===== config.mk =====
export PLATFORM = sky130hd
export DESIGN_NAME = seg_scan_driver
export DESIGN_NICKNAME = d
export VERILOG_FILES = /design/src/rtl/seg_scan_driver_pkg.sv /design/src/rtl/seg_scan_driver_prescaler.sv /design/src/rtl/seg_scan_driver.sv
export SDC_FILE = /design/constraint.sdc
export NUM_CORES = 1
export LEC_CHECK = 0
export BUFFER_PORTS_ARGS = -buffer_cell sky130_fd_sc_hd__buf_4
export CAP_MARGIN = 5
export CORE_ASPECT_RATIO = 0.5
export CORE_MARGIN = 3
export CORE_UTILIZATION = 50
export DETAILED_ROUTE_END_ITERATION = 12
export PLACE_DENSITY = 0.77
export SYNTH_ARGS = -nofsm -noshare
export SYNTH_HDL_FRONTEND = slang
export SYNTH_SLANG_ARGS = --single-unit

===== constraint.sdc =====
create_clock -name clk -period 2.9 [get_ports clk]
set_input_delay 0.435 -clock clk [delete_from_list [all_inputs] [get_ports clk]]
set_output_delay 0.435 -clock clk [all_outputs]
set_load 0.02 [all_outputs]

===== src/rtl/seg_scan_driver_pkg.sv =====
// -----------------------------------------------------------------------------
// seg_pkg
// Shared constants and types for the eight-digit seven-segment scan driver.
//   DIGIT_W          : width of one hex digit (nibble)
//   NUM_DIGITS_DEF   : digits on the board display
//   ANODE_OFF        : anode pattern with every (active-low) anode released
//   REFRESH_DIV_DEF  : default clock cycles per digit slot (1 kHz at 100 MHz)
//   BLANK_CYCLES_DEF : default all-off cycles at the start of each slot
//   phase_e          : slot phase, blanking or driving
// -----------------------------------------------------------------------------
package seg_pkg;

    localparam int unsigned DIGIT_W          = 4;
    localparam int unsigned NUM_DIGITS_DEF   = 8;
    localparam logic [7:0]  ANODE_OFF        = 8'hFF;
    localparam int unsigned REFRESH_DIV_DEF  = 100000;
    localparam int unsigned BLANK_CYCLES_DEF = 1000;

    typedef enum logic [0:0] {
        PH_BLANK = 1'b0,
        PH_DRIVE = 1'b1
    } phase_e;

endpackage : seg_pkg


===== src/rtl/seg_scan_driver_prescaler.sv =====
// -----------------------------------------------------------------------------
// refresh_prescaler
// Free-running modulo-DIV counter. Counts 0..DIV-1 and wraps to 0.
//   clk     : system clock
//   rst_n   : asynchronous active-low reset, counter restarts at 0
//   count_o : current count value
//   wrap_o  : high during the last count (DIV-1); the next edge returns to 0
// -----------------------------------------------------------------------------
module refresh_prescaler #(
    parameter int unsigned DIV = 8,
    localparam int unsigned CW = (DIV > 1) ? $clog2(DIV) : 1
) (
    input  logic          clk,
    input  logic          rst_n,
    output logic [CW-1:0] count_o,
    output logic          wrap_o
);

    localparam logic [CW-1:0] LAST_C = CW'(DIV - 1);
    localparam logic [CW-1:0] ONE_C  = CW'(1);

    logic [CW-1:0] cnt_q;
    logic [CW-1:0] cnt_d;
    logic          last_s;

    assign last_s = (cnt_q == LAST_C);

    // Next count: wrap to zero after the last value, otherwise increment.
    always_comb begin
        cnt_d = cnt_q;
        if (last_s) begin
            cnt_d = {CW{1'b0}};
        end else begin
            cnt_d = cnt_q + ONE_C;
        end
    end

    // Count register.
    always_ff @(posedge clk or negedge rst_n) begin
        if (!rst_n) begin
            cnt_q <= {CW{1'b0}};
        end else begin
            cnt_q <= cnt_d;
        end
    end

    assign count_o = cnt_q;
    assign wrap_o  = last_s;

endmodule : refresh_prescaler


===== src/rtl/seg_scan_driver.sv =====
// -----------------------------------------------------------------------------
// seg_scan_driver
// Time-multiplexed scan driver for an eight-digit common-anode display.
// Each digit owns a slot of REFRESH_DIV cycles: BLANK_CYCLES with all anodes
// off (anti-ghosting), then the digit's anode is pulled low if the digit is
// visible. New display data is double-buffered and only takes effect at the
// start of a frame (wrap from digit 7 to digit 0).
//   clk         : system clock
//   rst_n       : asynchronous active-low reset
//   load        : one-cycle strobe, captures value/digit_en/lz_blank
//   value       : eight hex nibbles, digit i = value[4i+3:4i], digit 0 rightmost
//   digit_en    : per-digit enable, 1 = digit may light
//   lz_blank    : 1 = suppress leading zeros
//   sel         : nibble of the digit in the current slot (to cathode decoder)
//   anode       : active-low anode enables, bit i = digit i
//   frame_start : one-cycle pulse when the scan wraps to digit 0
// -----------------------------------------------------------------------------
module seg_scan_driver
    import seg_pkg::*;
#(
    parameter int unsigned NUM_DIGITS   = NUM_DIGITS_DEF,
    parameter int unsigned REFRESH_DIV  = REFRESH_DIV_DEF,
    parameter int unsigned BLANK_CYCLES = BLANK_CYCLES_DEF
) (
    input  logic                          clk,
    input  logic                          rst_n,
    input  logic                          load,
    input  logic [NUM_DIGITS*DIGIT_W-1:0] value,
    input  logic [NUM_DIGITS-1:0]         digit_en,
    input  logic                          lz_blank,
    output logic [DIGIT_W-1:0]            sel,
    output logic [NUM_DIGITS-1:0]         anode,
    output logic                          frame_start
);

    localparam int unsigned CW = (REFRESH_DIV > 1) ? $clog2(REFRESH_DIV) : 1;
    localparam int unsigned IW = (NUM_DIGITS > 1) ? $clog2(NUM_DIGITS) : 1;
    localparam int unsigned VW = NUM_DIGITS * DIGIT_W;

    localparam logic [CW-1:0]         CNT_ZERO_C   = {CW{1'b0}};
    localparam logic [CW-1:0]         BLANK_LAST_C = CW'(BLANK_CYCLES - 1);
    localparam logic [IW-1:0]         IDX_LAST_C   = IW'(NUM_DIGITS - 1);
    localparam logic [IW-1:0]         IDX_ONE_C    = IW'(1);
    localparam logic [NUM_DIGITS-1:0] ALL_OFF_C    = {NUM_DIGITS{1'b1}};
    localparam logic [NUM_DIGITS-1:0] DIGIT0_C     = {{(NUM_DIGITS-1){1'b0}}, 1'b1};

    // Leading-zero suppression mask: bit i set when digit i and every digit
    // above it hold nibble 0. Digit 0 is never suppressed so an all-zero value
    // still shows a single "0".
    function automatic logic [NUM_DIGITS-1:0] lz_mask_f(input logic [VW-1:0] v,
                                                        input logic          lz);
        logic [NUM_DIGITS-1:0] m;
        logic                  run;
        m   = {NUM_DIGITS{1'b0}};
        run = lz;
        for (int i = NUM_DIGITS - 1; i >= 1; i--) begin
            run  = run & (v[i*DIGIT_W +: DIGIT_W] == {DIGIT_W{1'b0}});
            m[i] = run;
        end
        return m;
    endfunction

    // ---------------------------------------------------------------- timing
    logic [CW-1:0] cnt_s;
    logic          wrap_s;

    refresh_prescaler #(
        .DIV (REFRESH_DIV)
    ) u_slot_prescaler (
        .clk     (clk),
        .rst_n   (rst_n),
        .count_o (cnt_s),
        .wrap_o  (wrap_s)
    );

    phase_e        phase_q;
    phase_e        phase_d;
    logic [IW-1:0] idx_q;
    logic [IW-1:0] idx_d;
    logic          commit_s;

    // Commit point: last cycle of digit 7's slot; the next edge starts a frame.
    assign commit_s = wrap_s & (idx_q == IDX_LAST_C);

    // Phase FSM: leave BLANK as the counter reaches BLANK_CYCLES, return on wrap.
    always_comb begin
        phase_d = phase_q;
        case (phase_q)
            PH_BLANK: begin
                if ((BLANK_CYCLES == 0) || (cnt_s == BLANK_LAST_C)) begin
                    phase_d = PH_DRIVE;
                end else begin
                    phase_d = PH_BLANK;
                end
            end
            PH_DRIVE: begin
                if (wrap_s) begin
                    phase_d = (BLANK_CYCLES == 0) ? PH_DRIVE : PH_BLANK;
                end else begin
                    phase_d = PH_DRIVE;
                end
            end
            default: begin
                phase_d = PH_BLANK;
            end
        endcase
    end

    // Digit index advances once per slot, modulo NUM_DIGITS.
    always_comb begin
        idx_d = idx_q;
        if (wrap_s) begin
            if (idx_q == IDX_LAST_C) begin
                idx_d = {IW{1'b0}};
            end else begin
                idx_d = idx_q + IDX_ONE_C;
            end
        end else begin
            idx_d = idx_q;
        end
    end

    // Phase and digit index registers.
    always_ff @(posedge clk or negedge rst_n) begin
        if (!rst_n) begin
            phase_q <= PH_BLANK;
            idx_q   <= {IW{1'b0}};
        end else begin
            phase_q <= phase_d;
            idx_q   <= idx_d;
        end
    end

    // ------------------------------------------------------- double buffering
    logic [VW-1:0]         pend_val_q;
    logic [NUM_DIGITS-1:0] pend_mask_q;
    logic                  pend_lz_q;
    logic                  pend_vld_q;
    logic [VW-1:0]         act_val_q;
    logic [NUM_DIGITS-1:0] act_mask_q;
    logic                  act_lz_q;

    // Pending buffer: every load overwrites it; a commit empties it.
    always_ff @(posedge clk or negedge rst_n) begin
        if (!rst_n) begin
            pend_val_q  <= {VW{1'b0}};
            pend_mask_q <= {NUM_DIGITS{1'b0}};
            pend_lz_q   <= 1'b0;
            pend_vld_q  <= 1'b0;
        end else begin
            if (load) begin
                pend_val_q  <= value;
                pend_mask_q <= digit_en;
                pend_lz_q   <= lz_blank;
            end
            if (commit_s) begin
                pend_vld_q <= 1'b0;
            end else if (load) begin
                pend_vld_q <= 1'b1;
            end
        end
    end

    // Active buffer: updated only at frame commit. A load on the commit cycle
    // bypasses the pending buffer so it cannot be lost or overtaken.
    always_ff @(posedge clk or negedge rst_n) begin
        if (!rst_n) begin
            act_val_q  <= {VW{1'b0}};
            act_mask_q <= {NUM_DIGITS{1'b1}};
            act_lz_q   <= 1'b0;
        end else if (commit_s) begin
            if (load) begin
                act_val_q  <= value;
                act_mask_q <= digit_en;
                act_lz_q   <= lz_blank;
            end else if (pend_vld_q) begin
                act_val_q  <= pend_val_q;
                act_mask_q <= pend_mask_q;
                act_lz_q   <= pend_lz_q;
            end
        end
    end

    // ---------------------------------------------------------------- outputs
    logic [DIGIT_W-1:0]    nib_s;
    logic [NUM_DIGITS-1:0] visible_s;
    logic [DIGIT_W-1:0]    sel_q;
    logic [DIGIT_W-1:0]    sel_d;
    logic [NUM_DIGITS-1:0] anode_q;
    logic [NUM_DIGITS-1:0] anode_d;
    logic                  fs_q;
    logic                  fs_d;

    assign nib_s     = act_val_q[idx_q*DIGIT_W +: DIGIT_W];
    assign visible_s = act_mask_q & ~lz_mask_f(act_val_q, act_lz_q);

    // Output next-state. sel only moves on the first (blank) cycle of a slot,
    // so it never changes while an anode is low.
    always_comb begin
        sel_d   = sel_q;
        anode_d = ALL_OFF_C;
        fs_d    = commit_s;
        if (cnt_s == CNT_ZERO_C) begin
            sel_d = nib_s;
        end else begin
            sel_d = sel_q;
        end
        if ((phase_q == PH_DRIVE) && visible_s[idx_q]) begin
            anode_d = ~(DIGIT0_C << idx_q);
        end else begin
            anode_d = ALL_OFF_C;
        end
    end

    // Output registers; reset releases every anode asynchronously.
    always_ff @(posedge clk or negedge rst_n) begin
        if (!rst_n) begin
            sel_q   <= {DIGIT_W{1'b0}};
            anode_q <= ALL_OFF_C;
            fs_q    <= 1'b0;
        end else begin
            sel_q   <= sel_d;
            anode_q <= anode_d;
            fs_q    <= fs_d;
        end
    end

    assign sel         = sel_q;
    assign anode       = anode_q;
    assign frame_start = fs_q;

endmodule : seg_scan_driver


## After elaboration in Yosys (flattened, before gate mapping)

Cells that the tools add are included.

| storage, ports and cells | value |
|---|---|
| register bits after elaboration | 117 |
| latch bits | 0 |
| memory bits (writable) | 0 |
| bits in read-only memories | 0 |
| input port bits | 44 |
| output and inout port bits | 13 |
| word-level logic and storage cells | 61 |
| memories | 0 |

| operators by class | value |
|---|---|
| add/sub/neg operators | 2 |
| multipliers | 0 |
| div/mod/pow operators | 0 |
| $lt $le $gt $ge | 1 |
| equal/unequal tests | 3 |
| shifts and indexed selects | 2 |
| multiplexer cells | 16 |
| bitwise operators | 12 |
| reduce and logical (&&, ||, !) cells | 12 |

Operator list:

| operator | number |
|---|---|
| 32-bit two-way mux | 2 |
| 32-bit by 6-bit variable part select with 4-bit output | 1 |
| 4-bit zero test | 7 |
| 8-bit two-way mux | 3 |
| 17-bit by 1-bit adder with 17-bit output (second input constant) | 1 |
| 17-bit by 10-bit equality test with 1-bit output (second input constant) | 1 |
| 17-bit equality test (second input constant) | 1 |
| 17-bit zero test | 1 |
| 17-bit two-way mux | 1 |
| 8-bit NOT | 2 |
| 1-bit AND | 8 |
| 8-bit AND | 1 |
| 1-bit by 3-bit << shifter with 8-bit output (first input constant) | 1 |
| 1-bit two-way mux | 7 |
| 3-bit by 4-bit < comparator with 1-bit output (second input constant) | 1 |
| 2-bit nonzero test | 2 |
| 3-bit by 1-bit adder with 3-bit output (second input constant) | 1 |
| 1-bit binary-select mux with 3-bit select | 1 |
| 3-bit equality test (second input constant) | 1 |
| 3-bit two-way mux | 1 |
| 1-bit case mux with 2 select lines | 1 |
| 2-bit AND reduction | 1 |
| 1-bit logical AND | 1 |
| 1-bit NOT | 1 |

## Depth between registers and ports, before layout

| logic depth | value |
|---|---|
| depth after elaboration | 14 |
| depth in mapped cells | 6 |
| depth with buffers taken out | 5 |

## Modules after synthesis

Synthesis repeated with hierarchy kept, for this count alone.

| second synthesis, totals | value |
|---|---|
| cells, all modules | 361 |
| area total of the unflattened synthesis | 5041.1 um^2 |

By module, submodules not included:

| module | instances | cells each | area an instance (um^2) | seq. area each (um^2) |
|---|---|---|---|---|
| seg_scan_driver | 1 | 287 | 4247.8 | 2522.4 |
| refresh_prescaler | 1 | 74 | 793.3 | 425.4 |

## Least setup slack after synthesis

No wires, ideal clock.

| timing path | value |
|---|---|
| kind | reg-to-reg |
| start point | reg u_slot_prescaler.cnt_q[11], in the netlist u_slot_prescaler.count_o[11] |
| end point | reg act_lz_q |
| library setup time | 0.125 ns |
| arrival time | 2.346 ns |
| data required time | 2.775 ns |
| setup slack | 0.429 ns |
| stages on the path, launching flop included | 6 |
| path buffers | 1 |
| clock period less this slack | 2.471 ns |
| cells stage by stage | dfrtp_1 > or4_1 > or4_4 > nor4_4 > buf_6 > mux2_2 |

| on the way | value |
|---|---|
| word-level cells in the longest chain between the ends | 3 |

Ends and longest elaborated chain:

| what | line | text |
|---|---|---|
| start: declaration | seg_scan_driver_prescaler.sv:22 | `logic [CW-1:0] cnt_q;` |
| start signal: assignment | seg_scan_driver_prescaler.sv:41 | `cnt_q <= {CW{1'b0}};` |
| start signal: assignment | seg_scan_driver_prescaler.sv:43 | `cnt_q <= cnt_d;` |
| 17-bit equality test | seg_scan_driver_prescaler.sv:26 | `assign last_s = (cnt_q == LAST_C);` |
| 1-bit AND | seg_scan_driver.sv:83 | `assign commit_s = wrap_s & (idx_q == IDX_LAST_C);` |
| 2-bit AND reduction (no line) | -- |  |
| end signal: assignment | seg_scan_driver.sv:175 | `act_lz_q <= lz_blank;` |
| end signal: assignment | seg_scan_driver.sv:179 | `act_lz_q <= pend_lz_q;` |
| end: declaration | seg_scan_driver.sv:141 | `logic act_lz_q;` |

Every way passes these cells.
A chain may end at the register's enable or synchronous reset.

## Final worst setup path

| timing path | value |
|---|---|
| start point | reg u_slot_prescaler.cnt_q[11], in the netlist u_slot_prescaler.count_o[11] |
| end point | reg act_val_q[1] |

| on the way | value |
|---|---|
| word-level cells in the longest chain between the ends | 3 |

Ends and longest elaborated chain:

| what | line | text |
|---|---|---|
| 17-bit equality test | seg_scan_driver_prescaler.sv:26 |  |
| 1-bit AND | seg_scan_driver.sv:83 |  |
| 2-bit AND reduction (no line) | -- |  |
| end signal: assignment | seg_scan_driver.sv:168 | `act_val_q <= {VW{1'b0}};` |
| end signal: assignment | seg_scan_driver.sv:173 | `act_val_q <= value;` |
| end signal: assignment | seg_scan_driver.sv:177 | `act_val_q <= pend_val_q;` |
| end: declaration | seg_scan_driver.sv:139 | `logic [VW-1:0] act_val_q;` |

Every way passes these cells.

==> results.md <==
- Sequential area share after synthesis: 0.582
- Number of I/O port buffers: 56
- Synth Register Bits: approximately 120
- N_diodes: 0
- Synth cell types: 38
- Post-synthesis average cell area: between 10 and 15 um^2
- Detailed-route DRC error count: 0
- Max-cap violations: 0
- EDFF count, synth: 0
- Routability congestion estimate: 0.839
- Die height: just under 80 um
- Sequential Power Share: 0.416
- Clock latency on the worst-skew pair: 0.41 ns
- Area fraction of the dominant cell type after synthesis: 0.499
- Number of buffers created by CTS: 17
- Grt total ovfl: 0
- Vias: around 3100
- Combinational share of power: 0.042
- Setup violators final: 0
- Core footprint: 9670 um^2
- Clock root cell: clkbuf_16
- Crit path required time: around 3.2 ns
- Power, Total: about 4.1 mW
- Count leader, synth: dfrtp_1
- Initial Util: 0.524
- Max Root-Sink Buffers: 2
- Share of cells above drive strength 1: 0.478
- # IOs: 57
- PwrDens: 649 nW/um^2
- 1st-iter DRT viols: roughly 250
- WL final: 10.1 mm
- Post-CTS Setup Bufs: 0
- Mapped Cells: approximately 360
- Htree depth: 4
- Initial antenna violation count: 0
- Fin nets: around 490
- GRT Util Overall: 0.195
- CTS sink count: roughly 120
- Skew final: ~0.0042 ns
- Chip Width: 148 um
- Outcome: completed
- Top_reg_cell synth: dfrtp_1
- Post-Synthesis Cell Area: ~5100 um^2
- Crit path max fanout: 33
- FP Rows: 25
- Number of global-route vias before repair: 3357
- Min Tclk post-route: ~2.6 ns
- Post-cts sizing count: 0
- Clock share of power: 0.541
- # hold bufs at CTS: 0
- WP data arrival: roughly 2.9 ns
- Syn-to-layout area delta: 24.4%
- Async S/R FF share, synth: 1.00
- Setup Crit Path Kind: reg -> reg
- Period utilisation layout: 0.888
- FMAX: around 390 MHz
- Startpoint Class: flip-flop
- Largest net degree at the start of global routing: 53
- Peak supply drop: between 0.0004 and 0.0005 V
- Largest cells by area after synthesis: dfrtp_1 (50%), mux2_2 (19%), dfstp_2 (8.3%)
- Yosys Warn Count: 0
- First-pass GRT wire length: about 17 mm
- Slew @ Worst Pin: around 0.68 ns
- Routed length per instance: 17.3 um
- Die ar.: 11500 um^2
- Slew Limit Fails: 0
- Syn Nets: between 400 and 500
- Detail Route Antenna Nets: 0
- Final Hold Viols: 0
- Crit end category: flip-flop
- Slew headroom: 0.545
- Worst Hold Class: in -> async
- Post-synth top area cell: dfrtp_1
- CTS tree: yes
- Commonest cells in the netlist: dfrtp_1 (101), mux2_2 (86), nand2_1 (23)
- Lkg Pwr: between 2 and 3 nW
- Internal: 3.22 mW
- Reg clk slew, reported paths: ~0.06 ns
- Switching Share: 0.212
- Sum of negative setup slack: 0 ns
- First drt pass iteration count: 5
- Avg Vias per Cell: roughly 5.4
- RSZ-0062 raised after global routing: false
- Sw power: roughly 870 uW
- Hpwl dp: roughly 6.7 mm
-- final timing paths --
kind / startpoint / endpoint / slack (ns) / depth (start not counted)
hold reg to reg: pend_mask_q[4] / pend_mask_q[4] / 0.50 / 1
setup / recovery: u_slot_prescaler.count_o[11] / act_val_q[1] / 0.33 / 5
setup reg to reg: u_slot_prescaler.count_o[11] / act_val_q[1] / 0.33 / 5
min in group clk: value[3] / pend_val_q[3] / 0.28 / 2
max in group asynchronous: rst_n / pend_val_q[17] / 2.07 / 2
hold / removal: rst_n / u_slot_prescaler.count_o[0] / 0.06 / 1
-- metrics by stage --
step | std cells | area (um^2) | hold WS (ns) | util | worst slack, ns
floorplan | 361 | 5070 | 0.139 | - | 0.429
global placement | 549 | 5670 | 0.479 | 0.587 | 0.387
detailed placement | 549 | 5670 | 0.483 | 0.587 | 0.340
CTS | 581 | 6310 | 0.0690 | 0.652 | 0.327
global route | 581 | 6310 | 0.0901 | 0.652 | 0.228
finish | 581 | 6310 | 0.0627 | 0.652 | 0.326
-- power by group through the flow --
| stage | clock network (mW) | logic (mW) | registers [mW] |
|---|---|---|---|
| after global routing | 2.34 | 0.194 | 1.71 |
| final | 2.22 | 0.173 | 1.70 |
| after global placement | 0 | 0.174 | 1.73 |
| after floorplan | 0 | 0.0785 | 1.73 |
| after detailed placement | 0 | 0.177 | 1.73 |
| after CTS | 2.25 | 0.178 | 1.71 |
-- worst max-delay path: stages (launching register included) --
cell	delay, ns
dfrtp_1	0.43
or4_1	0.56
or4_4	0.47
nor4_4	0.36
buf_12	0.25
mux2_2	0.36
-- per-layer routing --
metal  GRT usage  wire (um)  vias to the layer above
met5           0          0                        -
met4      0.0581         56                        0
met3      0.0626        482                        5
met2       0.289       4740                       71
met1       0.278       4800                     1605
li1            -          -                     1461
-- layout by cell type, fill, tap and decap left out, drive strengths merged, types with 4 or more instances in the layout --
cell type and n:
xnor2 6, clkinvlp 5, inv 9, o21ai 5, a21oi 5, dfstp 16, nand2 23, bufinv 4
nor3 5, ha 8, and3 4, nand3 14, or4 9, mux4 9, dfrtp 101, clkinv 5
nor2b 4, nor2 11, xor2 7, clkbuf 17, mux2 88, buf 66
-- state kept, by name, indices dropped and copies added (netlist names) --
signal / count
act_lz_q: 1
act_mask_q: 8
act_val_q: 32
anode: 8
frame_start: 1
idx_q: 3
pend_lz_q: 1
pend_mask_q: 8
pend_val_q: 32
pend_vld_q: 1
phase_q: 1
sel: 4
u_slot_prescaler.count_o: 17
-- area by class of cell --
| class | instances | area (um^2) |
|---|---|---|
| well taps | 135 | 169 |
| repair buffers | 66 | 520 |
| flip-flops and latches | 117 | 2950 |
| inverters | 8 | 30.0 |
| fillers | 717 | 3360 |
| clock inverters | 15 | 206 |
| multi-input cells | 223 | 2010 |
| clock buffers | 17 | 425 |
-- cells by family after synthesis --
logic type | synth area share
flip-flops | 0.582
multiplexers | 0.238
AND/OR/NAND/NOR | 0.0906
buffers and inverters | 0.0222
AO/OA/AOI/OAI | 0.0257
XOR/XNOR | 0.0225
adder cells (fa/ha/maj) | 0.0198
No activity file was read; power rests on OpenSTA's default activity.
